--- src/rtl/rf_wb_arbiter_pkg.sv ---
// Shared types and constants for the register-file writeback arbiter.
// Both requesters use wb_req_t; rf_wr_t is the regfile write-port payload.
package rf_wb_arbiter_pkg;

  localparam int unsigned REG_ADDR_W = 5;
  localparam int unsigned NUM_REGS   = 32;
  localparam int unsigned DATA_W     = 64;

  typedef logic [REG_ADDR_W-1:0] reg_addr_t;

  typedef struct packed {
    logic              valid;
    reg_addr_t         addr;
    logic [DATA_W-1:0] data;
  } wb_req_t;

  typedef struct packed {
    logic              ena;
    reg_addr_t         addr;
    logic [DATA_W-1:0] data;
  } rf_wr_t;

endpackage

--- src/rtl/rf_scoreboard.sv ---
// Busy vector of registers with a mul/div result outstanding.
// Set wins over clear for the same register; x0 is never busy.
module rf_scoreboard
  import rf_wb_arbiter_pkg::*;
(
  input  logic      clk,
  input  logic      rst,
  input  logic      set_en,
  input  reg_addr_t set_addr,
  input  logic      clr_en,
  input  reg_addr_t clr_addr,
  input  reg_addr_t rs1_addr,
  input  reg_addr_t rs2_addr,
  input  reg_addr_t waw_addr,
  input  reg_addr_t wb_addr,
  output logic      rs1_busy,
  output logic      rs2_busy,
  output logic      waw_busy,
  output logic      wb_busy,
  output logic      clr_busy
);

  logic [NUM_REGS-1:0] busy;
  logic [NUM_REGS-1:0] busy_next;

  always_comb begin
    busy_next = busy;
    if (clr_en) busy_next[clr_addr] = 1'b0;
    if (set_en) busy_next[set_addr] = 1'b1;
    busy_next[0] = 1'b0;
  end

  always_ff @(posedge clk) begin
    if (rst) busy <= '0;
    else     busy <= busy_next;
  end

  assign rs1_busy = busy[rs1_addr];
  assign rs2_busy = busy[rs2_addr];
  assign waw_busy = busy[waw_addr];
  assign wb_busy  = busy[wb_addr];
  assign clr_busy = busy[clr_addr];

endmodule

--- src/rtl/rf_wb_arbiter.sv ---
// Shares the regfile write port between pipeline writeback and the mul/div
// result channel, with bounded mul/div starvation and a RAW/WAW scoreboard.
module rf_wb_arbiter
  import rf_wb_arbiter_pkg::*;
#(
  parameter int unsigned XLEN         = 64,
  parameter int unsigned STARVE_LIMIT = 4
) (
  input  logic            clk,
  input  logic            rst,
  input  logic            wb_valid,
  input  logic [4:0]      wb_addr,
  input  logic [XLEN-1:0] wb_data,
  output logic            wb_hold,
  input  logic            md_valid,
  output logic            md_ready,
  input  logic [4:0]      md_addr,
  input  logic [XLEN-1:0] md_data,
  input  logic            iss_valid,
  output logic            iss_ready,
  input  logic [4:0]      iss_rd,
  input  logic [4:0]      rs1_addr,
  input  logic [4:0]      rs2_addr,
  output logic            raw_stall,
  output logic [4:0]      rf_write_addr,
  output logic [XLEN-1:0] rf_write_data,
  output logic            rf_write_ena,
  output logic            err
);

  localparam int unsigned            CNT_W = $clog2(STARVE_LIMIT + 1);
  localparam logic [CNT_W-1:0]       LIMIT = CNT_W'(STARVE_LIMIT);

  logic [CNT_W-1:0] wait_cnt;
  logic [CNT_W-1:0] wait_cnt_next;
  logic             err_next;

  wb_req_t wb_req;
  wb_req_t md_req;
  wb_req_t win;
  rf_wr_t  rf_wr;

  logic md_commit;
  logic iss_accept;
  logic rs1_busy, rs2_busy, waw_busy, wb_busy, md_busy;

  assign wb_req = '{valid: wb_valid, addr: wb_addr, data: DATA_W'(wb_data)};
  assign md_req = '{valid: md_valid, addr: md_addr, data: DATA_W'(md_data)};

  assign wb_hold = (wait_cnt == LIMIT);

  // Same-cycle grant: pipeline wins unless a starvation hold is in force.
  always_comb begin
    win      = md_req;
    md_ready = 1'b1;
    if (!wb_hold && wb_valid) begin
      win      = wb_req;
      md_ready = 1'b0;
    end
  end

  assign rf_wr = '{ena: win.valid && (win.addr != '0), addr: win.addr, data: win.data};

  assign rf_write_ena  = rf_wr.ena;
  assign rf_write_addr = rf_wr.addr;
  assign rf_write_data = XLEN'(rf_wr.data);

  assign md_commit  = md_valid && md_ready;
  assign iss_ready  = !waw_busy;
  assign iss_accept = iss_valid && iss_ready && (iss_rd != '0);
  assign raw_stall  = rs1_busy | rs2_busy;

  rf_scoreboard u_scoreboard (
    .clk      (clk),
    .rst      (rst),
    .set_en   (iss_accept),
    .set_addr (iss_rd),
    .clr_en   (md_commit),
    .clr_addr (md_addr),
    .rs1_addr (rs1_addr),
    .rs2_addr (rs2_addr),
    .waw_addr (iss_rd),
    .wb_addr  (wb_addr),
    .rs1_busy (rs1_busy),
    .rs2_busy (rs2_busy),
    .waw_busy (waw_busy),
    .wb_busy  (wb_busy),
    .clr_busy (md_busy)
  );

  // Starvation counter saturates at the limit; any accepted result resets it.
  always_comb begin
    wait_cnt_next = wait_cnt;
    if (md_commit)
      wait_cnt_next = '0;
    else if (md_valid && (wait_cnt != LIMIT))
      wait_cnt_next = wait_cnt + CNT_W'(1);
  end

  assign err_next = err
                  | (md_commit && (md_addr != '0) && !md_busy)
                  | (wb_valid && wb_hold)
                  | (wb_valid && wb_busy);

  always_ff @(posedge clk) begin
    if (rst) begin
      wait_cnt <= '0;
      err      <= 1'b0;
    end else begin
      wait_cnt <= wait_cnt_next;
      err      <= err_next;
    end
  end

endmodule

--- config.mk ---
export PLATFORM = sky130hd
export DESIGN_NAME = rf_wb_arbiter
export DESIGN_NICKNAME = d
export VERILOG_FILES = /design/src/rtl/rf_wb_arbiter_pkg.sv /design/src/rtl/rf_scoreboard.sv /design/src/rtl/rf_wb_arbiter.sv
export SDC_FILE = /design/constraint.sdc
export NUM_CORES = 1
export LEC_CHECK = 0
export ABC_AREA = 0
export CORE_MARGIN = 3
export CORE_UTILIZATION = 25
export DETAILED_ROUTE_END_ITERATION = 10
export PLACE_DENSITY = 0.55
export SLEW_MARGIN = 25
export SYNTH_ARGS = -nofsm -noshare
export SYNTH_HDL_FRONTEND = slang
export SYNTH_HIERARCHICAL = 1
export SYNTH_SLANG_ARGS = --single-unit
--- constraint.sdc ---
create_clock -name clk -period 6.75 [get_ports clk]
set_input_delay 1.35 -clock clk [delete_from_list [all_inputs] [get_ports clk]]
set_output_delay 1.35 -clock clk [all_outputs]
set_load 0.01 [all_outputs]
## Word-level counts from Yosys, hierarchy flattened

Cells that the tools add are included.

| storage, ports and cells | value |
|---|---|
| bits in registers | 36 |
| input bits | 158 |
| output and inout port bits | 75 |
| word-level logic and storage cells | 58 |

| cells by class | value |
|---|---|
| $add $sub $neg | 1 |
| order comparisons | 7 |
| equality and inequality tests | 2 |
| multiplexer cells | 18 |
| bitwise gates (word level) | 7 |
| reductions and logical operators | 19 |

Operators with widths:

| operator | number |
|---|---|
| two-way mux 70 bit | 1 |
| two-way mux 32 bit | 2 |
| AND 32 bit | 1 |
| NOT 32 bit | 1 |
| bitwise OR 32 bit | 1 |
| < comparator 5 x 6 -> 1 bit (second input constant) | 5 |
| binary-select mux 1 bit (select 5 bit) | 5 |
| nonzero test 5 bit | 3 |
| logical AND 1 bit | 12 |
| demux 1 bit (select 5 bit) | 2 |
| >= comparator 5 x 1 -> 1 bit (second input constant) | 2 |
| two-way mux 1 bit | 8 |
| bitwise OR 1 bit | 4 |
| adder 3 x 1 -> 3 bit (second input constant) | 1 |
| == test 3 bit (second input constant) | 1 |
| zero test 1 bit | 3 |
| inequality test 3 bit (second input constant) | 1 |
| OR reduction 2 bit | 1 |

## Logic depth before layout (Yosys ltp)

Gate-level depths: netlist (run 1).

| logic depth | value |
|---|---|
| depth after elaboration | 10 |
| mapped depth | 11 |
| depth with buffers taken out | 10 |

## Modules after synthesis

The synthesis (run 1) kept the hierarchy.

By module, submodules not included:

| module | times used | cells an instance | area each (µm²) | seq. area each (µm²) |
|---|---|---|---|---|
| rf_scoreboard | 1 | 322 | 2,686.3 | 620.6 |
| rf_wb_arbiter | 1 | 115 | 1,181.1 | 80.1 |

## Worst setup path before layout (run 1)

No wires, ideal clock.

| timing | value |
|---|---|
| path kind | input port to output port |
| start point | input port rs2_addr[0] |
| end point | output port raw_stall |
| arrival time | 2,732 ps |
| data required time | 5,400 ps |
| path slack | 2,668 ps |
| stages on the path | 6 |
| buffers on the path | 1 |
| cell sequence | clkbuf_1 > mux4_2 > nand2b_1 > o2111ai_1 > nand4_1 > or2_2 |

| on the way | value |
|---|---|
| longest elaborated chain between the ends | 3 |

RTL lines:

| what | line | text |
|---|---|---|
| start, declared | rf_wb_arbiter.sv:23 | `input logic [4:0] rs2_addr,` |
| binary-select mux 1 bit (select 5 bit) | rf_scoreboard.sv:39 | `assign rs2_busy = busy[rs2_addr];` |
| two-way mux 1 bit (implied by the code) | rf_scoreboard.sv:39 |  |
| via rs2_busy | rf_wb_arbiter.sv:45 | `logic rs1_busy, rs2_busy, waw_busy, wb_busy, md_busy;` |
| bitwise OR 1 bit | rf_wb_arbiter.sv:71 | `assign raw_stall = rs1_busy \| rs2_busy;` |
| end, declared | rf_wb_arbiter.sv:24 | `output logic raw_stall,` |

The timed path passes the listed nets, and every way through them passes these cells. The select of a mux whose other input is x is not followed.

## Worst setup path in the final report (run 1)

| timing | value |
|---|---|
| start point | input port rs2_addr[1] |
| end point | output port raw_stall |

The elaborated chain is that of the path after synthesis.

==> out/qor.yml, run 1 <==
layout:
  syn_to_final_growth_pct: 66.0
  nets: 812
  multi_input_area_sq_um: 2940
  drive_gt1_share_pct: 15.6
  regArea_sq_um: 701
  nFillCells: 1412
floorplan:
  fp.coreArea_sq_um: 14800
  rows: 44
  die_y_microns: 130
  die_w_microns: 130
  io_pins: 233
  initial_core_util_pct: 26.1
  dieArea_sq_um: 17000
grt:
  grt_pass1_wl_microns: 25900
  overflow: 0
  grt_util_all_layers_pct: 20.0
  antenna_found_initial: 3
  first_global_vias: 4393
  grt_max_degree: 58
logic_synthesis:
  syn_inst: 437
  syn_avg_cell_area_sq_um: 8.85
  syn-cell-area_sq_um: 3870
  yosysWarningCount: 6
  synth_nets: 597
  ys_seq_area_share_pct: 18.1
  ys_types: 41
  ys_ff_latch: 35
timing:
  rsz0062_at_grt: "no"
  worst_slack_ns: 1.61
  post-route-period-util_pct: 76.1
  setup-tns-final_ns: 0
  relSlewSlack_pct: 36.6
  max_freq_ghz: 0.195
  worst_pin_slew_ns: 0.948
  report.final.slew_viol_count: 0
  hold_viol: 0
  setup_violations: 0
  period_needed_ns: 5.14
  finClkSkew_ns: 0.00684
placed_design:
  port_buffers: 232
  pre_cts_ws_ns: 1.60
  place.gp.congestion: 0.910
  hpwl_microns: 14300
setup_path:
  crit_arrival_ns: 3.79
  critPathMaxFanout: 10
  required_ns: 5.40
  critPathCaptureType: "output port"
  startpoint_type: "input pin"
  critPathKind: "in -> out"
clock_tree:
  cts_tree: "built"
  postCtsHoldBufs: 0
  htree_num_levels: 2
  post_cts_resized: 0
  cts_made_buffers: 5
  cts_sinks: 35
  clk_pin_slew_ns: 0.05
  clk_latency_ns: 0.28
  root_buffer: "clkbuf_16"
  post-cts-setup-buffer-count: 0
  cts_buffer_depth: 2
power_and_ir_drop:
  p_seq_share_pct: 28.2
  p_sw_share_pct: 27.8
  p_int_w: 0.000552
  p_sw_w: 0.000213
  irDropWorstVdd_v: 0.0000833
  clkPwrFrac_pct: 29.8
  power.leakage_nw: 2.34
  combPwrFrac_pct: 42.0
  powerDensity_nw_per_um2: 119
route:
  drcViolationCount: 0
  drtIter0Drc: 358
  via_per_inst: 5.30
  wl_microns: 17900
  routedWlPerCell_microns: 21.3
  final_antenna_net_count: 0
  dr.pass1.iters: 5
  vias: 4441
flow_run:
  maxCapViolCount: 0
status:
  status: "finished, final reports clean"
hold_path:
  hold_class: "reg -> reg"
## worst paths after layout
kind          startpoint               endpoint  slack, ns  cells past startpoint
max reg2reg  wait_cnt[0]  u_scoreboard/busy[23]       4.14                      9
max          rs2_addr[1]              raw_stall       1.61                      7
min reg2reg  wait_cnt[1]            wait_cnt[1]       0.47                      2
min          wait_cnt[1]            wait_cnt[1]       0.47                      2
## critical path: stages
cell and delay, ns:
clkdlybuf4s50_1 0.71, mux4_2 0.54, nand2b_1 0.15, o211ai_1 0.11, nand4_1 0.13, or2_2 0.31, clkdlybuf4s50_1 0.49
## layer usage
layer  vias to the layer above  GRT usage [%]  part of all wire [%]
li1                       2079              -                     -
met1                      2119           24.7                    40
met2                       223           36.6                    50
met3                        18           3.17                   7.8
met4                         2           4.60                   1.7
met5                         -              0                 0.073
## cell usage after synthesis
cell type	number	area (sq um)
a211o_1	1	8.76
a211oi_1	4	30.0
a21boi_2	1	11.3
a21oi_1	46	230
a22oi_1	8	60.1
and3_1	3	18.8
and3b_1	3	26.3
buf_1	1	3.75
buf_2	9	45.0
buf_6	2	22.5
buf_8	6	90.1
clkbuf_1	9	33.8
dfxtp_1	35	701
ha_1	2	25.0
inv_1	12	45.0
mux2_2	70	788
mux2i_1	37	370
mux4_1	5	131
mux4_2	14	315
nand2_1	42	158
nand2b_1	12	75.1
nand2b_4	1	13.8
nand3_1	20	100
nand3b_1	5	37.5
nand4_1	5	31.3
nand4b_1	1	8.76
nor2_1	14	52.6
nor2b_1	9	56.3
nor3_1	1	5.00
nor3b_1	5	37.5
o2111ai_1	4	35.0
o211ai_1	4	30.0
o21ai_0	33	165
o21ai_1	1	5.00
o22ai_1	1	6.26
o311a_1	1	10.0
o41ai_2	1	16.3
or2_2	1	6.26
or3_1	2	12.5
or3b_2	3	26.3
or4_1	3	22.5
## layout by cell type, fill, tap and decap left out, types with 8 or more instances in the layout
master             n
a21oi_1           46
nand2_1           42
a22oi_1            8
clkdlybuf4s50_1  232
mux2_2            70
inv_1             12
nor2b_1            9
nor2_1            14
o21ai_0           33
nand2b_1          12
nand3_1           20
mux2i_1           37
mux4_2            14
dfxtp_1           35
## power groups by stage
stage | Sequential [W] | Clock (W) | Combinational, W
after floorplan | 0.000217 | 0 | 0.000132
after global placement | 0.000220 | 0 | 0.000319
after detailed placement | 0.000220 | 0 | 0.000322
after CTS | 0.000216 | 0.000230 | 0.000323
after global routing | 0.000216 | 0.000241 | 0.000343
final | 0.000216 | 0.000227 | 0.000321
## logic make-up after synthesis
logic type,synth area share [%]
muxes,41.5
buffers and inverters,6.21
DFF,18.1
AOI/OAI and AO/OA,15.7
adders and majority gates,0.647
and+or+nand+nor,17.8
## through the flow
step | instance area [sq um] | utilization (%) | hold slack [ns] | total power [W] | instances
after global placement | 6270 | 42.3 | 0.462 | 0.000539 | 829
after global routing | 6420 | 43.4 | 0.501 | 0.000800 | 838
after CTS | 6410 | 43.3 | 0.474 | 0.000769 | 836
after detailed placement | 6270 | 42.3 | 0.467 | 0.000542 | 829
final | 6420 | 43.4 | 0.473 | 0.000764 | 838
after floorplan | 3870 | - | 0.443 | 0.000349 | 437
## final cells by class
cell class | count | share of cell area (%)
timing repair buffer | 235 | 36.7
multi-input combinational | 363 | 45.8
inverter | 12 | 0.701
clock buffer | 6 | 2.16
clock inverter | 1 | 0.0779
antenna | 2 | 0.0779
tap | 184 | 3.59
sequential | 35 | 10.9
## state kept, by name, indices dropped and copies added, names as in the netlist
signal,flops
wait_cnt,3
u_scoreboard/busy,31
err,1
No activity file was read; power rests on OpenSTA's default activity.
==> run 2: changes to the inputs <==
Settings changed: PLACE_DENSITY 0.55 to 0.57.
Clock period 6.75 ns to 4.3 ns, I/O delays scaled along.
==> run 2 against run 1 <==
Net effect:
- utilization rose by 1.0 points
- via count rose by 0.45%
- die area did not move
- setup slack got worse by 1.4 ns
- sequential share of layout area fell by 0.25 points
- register-to-register slack got worse by 2.2 ns
- global-route usage fell by 0.28 points
- power rose by 73%
- critical path type unchanged
- worst hold slack improved by 0.0080 ns
- final cell count rose by 1.7%
==> out/qor.yml, run 2 (synthesis results as in run 1) <==
status:
  status: "finished, final reports clean"
power_and_ir_drop:
  p_sw_w: 0.000343
  p_seq_share_pct: 25.6
  clkPwrFrac_pct: 35.6
  p_int_w: 0.000980
  power.leakage_nw: 2.43
  powerDensity_nw_per_um2: 201
  combPwrFrac_pct: 38.8
  irDropWorstVdd_v: 0.000150
  p_sw_share_pct: 25.9
clock_tree:
  cts_buffer_depth: 2
  clk_pin_slew_ns: 0.06
  htree_num_levels: 2
  post_cts_resized: 0
  post-cts-setup-buffer-count: 0
  root_buffer: "clkbuf_16"
  postCtsHoldBufs: 0
  cts_tree: "built"
  cts_sinks: 35
  clk_latency_ns: 0.28
  cts_made_buffers: 5
layout:
  diodes: 0
  nets: 827
  top_regs: "u_scoreboard/busy: 31 flops, wait_cnt: 3 flops, err: 1 flops"
  multi_input_area_sq_um: 2930
  largest_reg_flops: 31
  regArea_sq_um: 701
  final_common_cell: "clkdlybuf4s50_1"
  drive_gt1_share_pct: 17.5
  nFillCells: 1393
  syn_to_final_growth_pct: 69.9
  most-common-layout-cells: "232 x clkdlybuf4s50_1, 70 x mux2_2, 46 x a21oi_1, 42 x nand2_1, 37 x mux2i_1"
  top_register: "u_scoreboard/busy"
placed_design:
  place.gp.congestion: 0.962
  port_buffers: 232
  hpwl_microns: 14300
grt:
  first_global_vias: 4353
  grt_pass1_wl_microns: 25600
  grt_max_degree: 58
  overflow: 0
  grt_util_all_layers_pct: 19.7
  antenna_found_initial: 0
setup_path:
  startpoint_type: "input pin"
  slowest_stage: "clkdlybuf4s50_1"
  required_ns: 3.44
  critPathKind: "in -> out"
  startpoint: "rs1_addr[0]"
  critPathCaptureType: "output port"
  crit_path_max_incr_delay_ns: 0.63
  r2r_slack_ns: 1.92
  r2r-start: "u_scoreboard/busy[7]"
  path_cells: "clkdlybuf4s50_1 -> mux4_2 -> nand2b_1 -> o2111ai_1 -> nand4_1 -> or2_2 -> clkdlybuf4s50_1"
  crit_arrival_ns: 3.20
  cp_common_cell: "clkdlybuf4s50_1"
  critPathMaxFanout: 7
timing:
  setup-tns-final_ns: 0
  report.final.slew_viol_count: 0
  fin_hold_ws_ns: 0.481
  post-route-period-util_pct: 94.3
  period_needed_ns: 4.06
  hold_viol: 0
  max_freq_ghz: 0.247
  rsz0062_at_grt: "no"
  setup_violations: 0
  worst_pin_slew_ns: 0.628
  relSlewSlack_pct: 58.0
  finClkSkew_ns: 0.00444
floorplan:
  initial_core_util_pct: 26.1
  io_pins: 233
  fp.coreArea_sq_um: 14800
  rows: 44
  die_w_microns: 130
  die_y_microns: 130
  dieArea_sq_um: 17000
hold_path:
  hold_class: "reg -> reg"
  hp-start: "wait_cnt[0]"
route:
  drcViolationCount: 0
  wl_microns: 18100
  routedWlPerCell_microns: 21.2
  via_per_inst: 5.24
  final_antenna_net_count: 0
  dr.pass1.iters: 5
  vias: 4461
  drtIter0Drc: 367
flow_run:
  maxCapViolCount: 0
==> run 2: changes by cell type in the layout (fill, tap and decap cells not counted) <==
cell | previous run | this run
diode_2 | 2 | 0
nor3b_1 | 4 | 5
clkinv_2 | 1 | 0
nor3b_2 | 1 | 0
bufinv_16 | 0 | 2
clkbuf_8 | 1 | 0
buf_4 | 2 | 17
clkinvlp_4 | 0 | 1
==> run 2: path summary, 6_finish.rpt <==
path / cells after the start / endpoint
hold reg to reg: 2 / wait_cnt[0]
hold / removal: 2 / wait_cnt[0]
setup reg to reg: 11 / u_scoreboard/busy[10]
setup / recovery: 7 / raw_stall
==> run 2: power groups by stage <==
stage	logic [W]	registers, W	clock network (W)
after floorplan	0.000206	0.000341	0
after global placement	0.000507	0.000346	0
after detailed placement	0.000512	0.000346	0
after CTS	0.000515	0.000338	0.000474
after global routing	0.000546	0.000339	0.000490
final	0.000513	0.000339	0.000471
==> run 2: stage by stage <==
| step | setup WS [ns] | util, % | power (W) | cell area (sq um) | cells |
|---|---|---|---|---|---|
| after floorplan | 1.20 | - | 0.000548 | 3870 | 437 |
| after global placement | 0.284 | 43.1 | 0.000853 | 6380 | 844 |
| after detailed placement | 0.248 | 43.1 | 0.000858 | 6380 | 844 |
| after CTS | 0.243 | 44.4 | 0.00133 | 6570 | 852 |
| after global routing | 0.132 | 44.4 | 0.00138 | 6570 | 852 |
| final | 0.244 | 44.4 | 0.00132 | 6570 | 852 |
==> run 2: layout make-up <==
class | instances | area share, %
multi-input cells | 363 | 44.6
repair buffers | 250 | 37.6
flip-flops and latches | 35 | 10.7
well taps | 184 | 3.50
clock buffers | 5 | 1.90
clock inverters | 3 | 1.03
inverters | 12 | 0.685
==> run 2: critical path, delay by kind of cell <==
| family | cells | cell delay, ns |
|---|---|---|
| mux | 1 | 0.54 |
| simple gates | 3 | 0.55 |
| buf+inv | 2 | 1.12 |
| compound gates | 1 | 0.12 |
==> run 2: routing by layer <==
layer	share of wire, %	global-route usage (%)	vias up
met5	0	0	-
met4	1.0	3.93	0
met3	8.3	2.89	12
met2	50	36.0	221
met1	41	24.9	2125
li1	-	-	2103
==> run 3: changes to the inputs <==
Settings changed: CAP_MARGIN from default to 10.
==> results of run 3 <==
The final DEF is identical to that of run 2; final timing and power are the same.
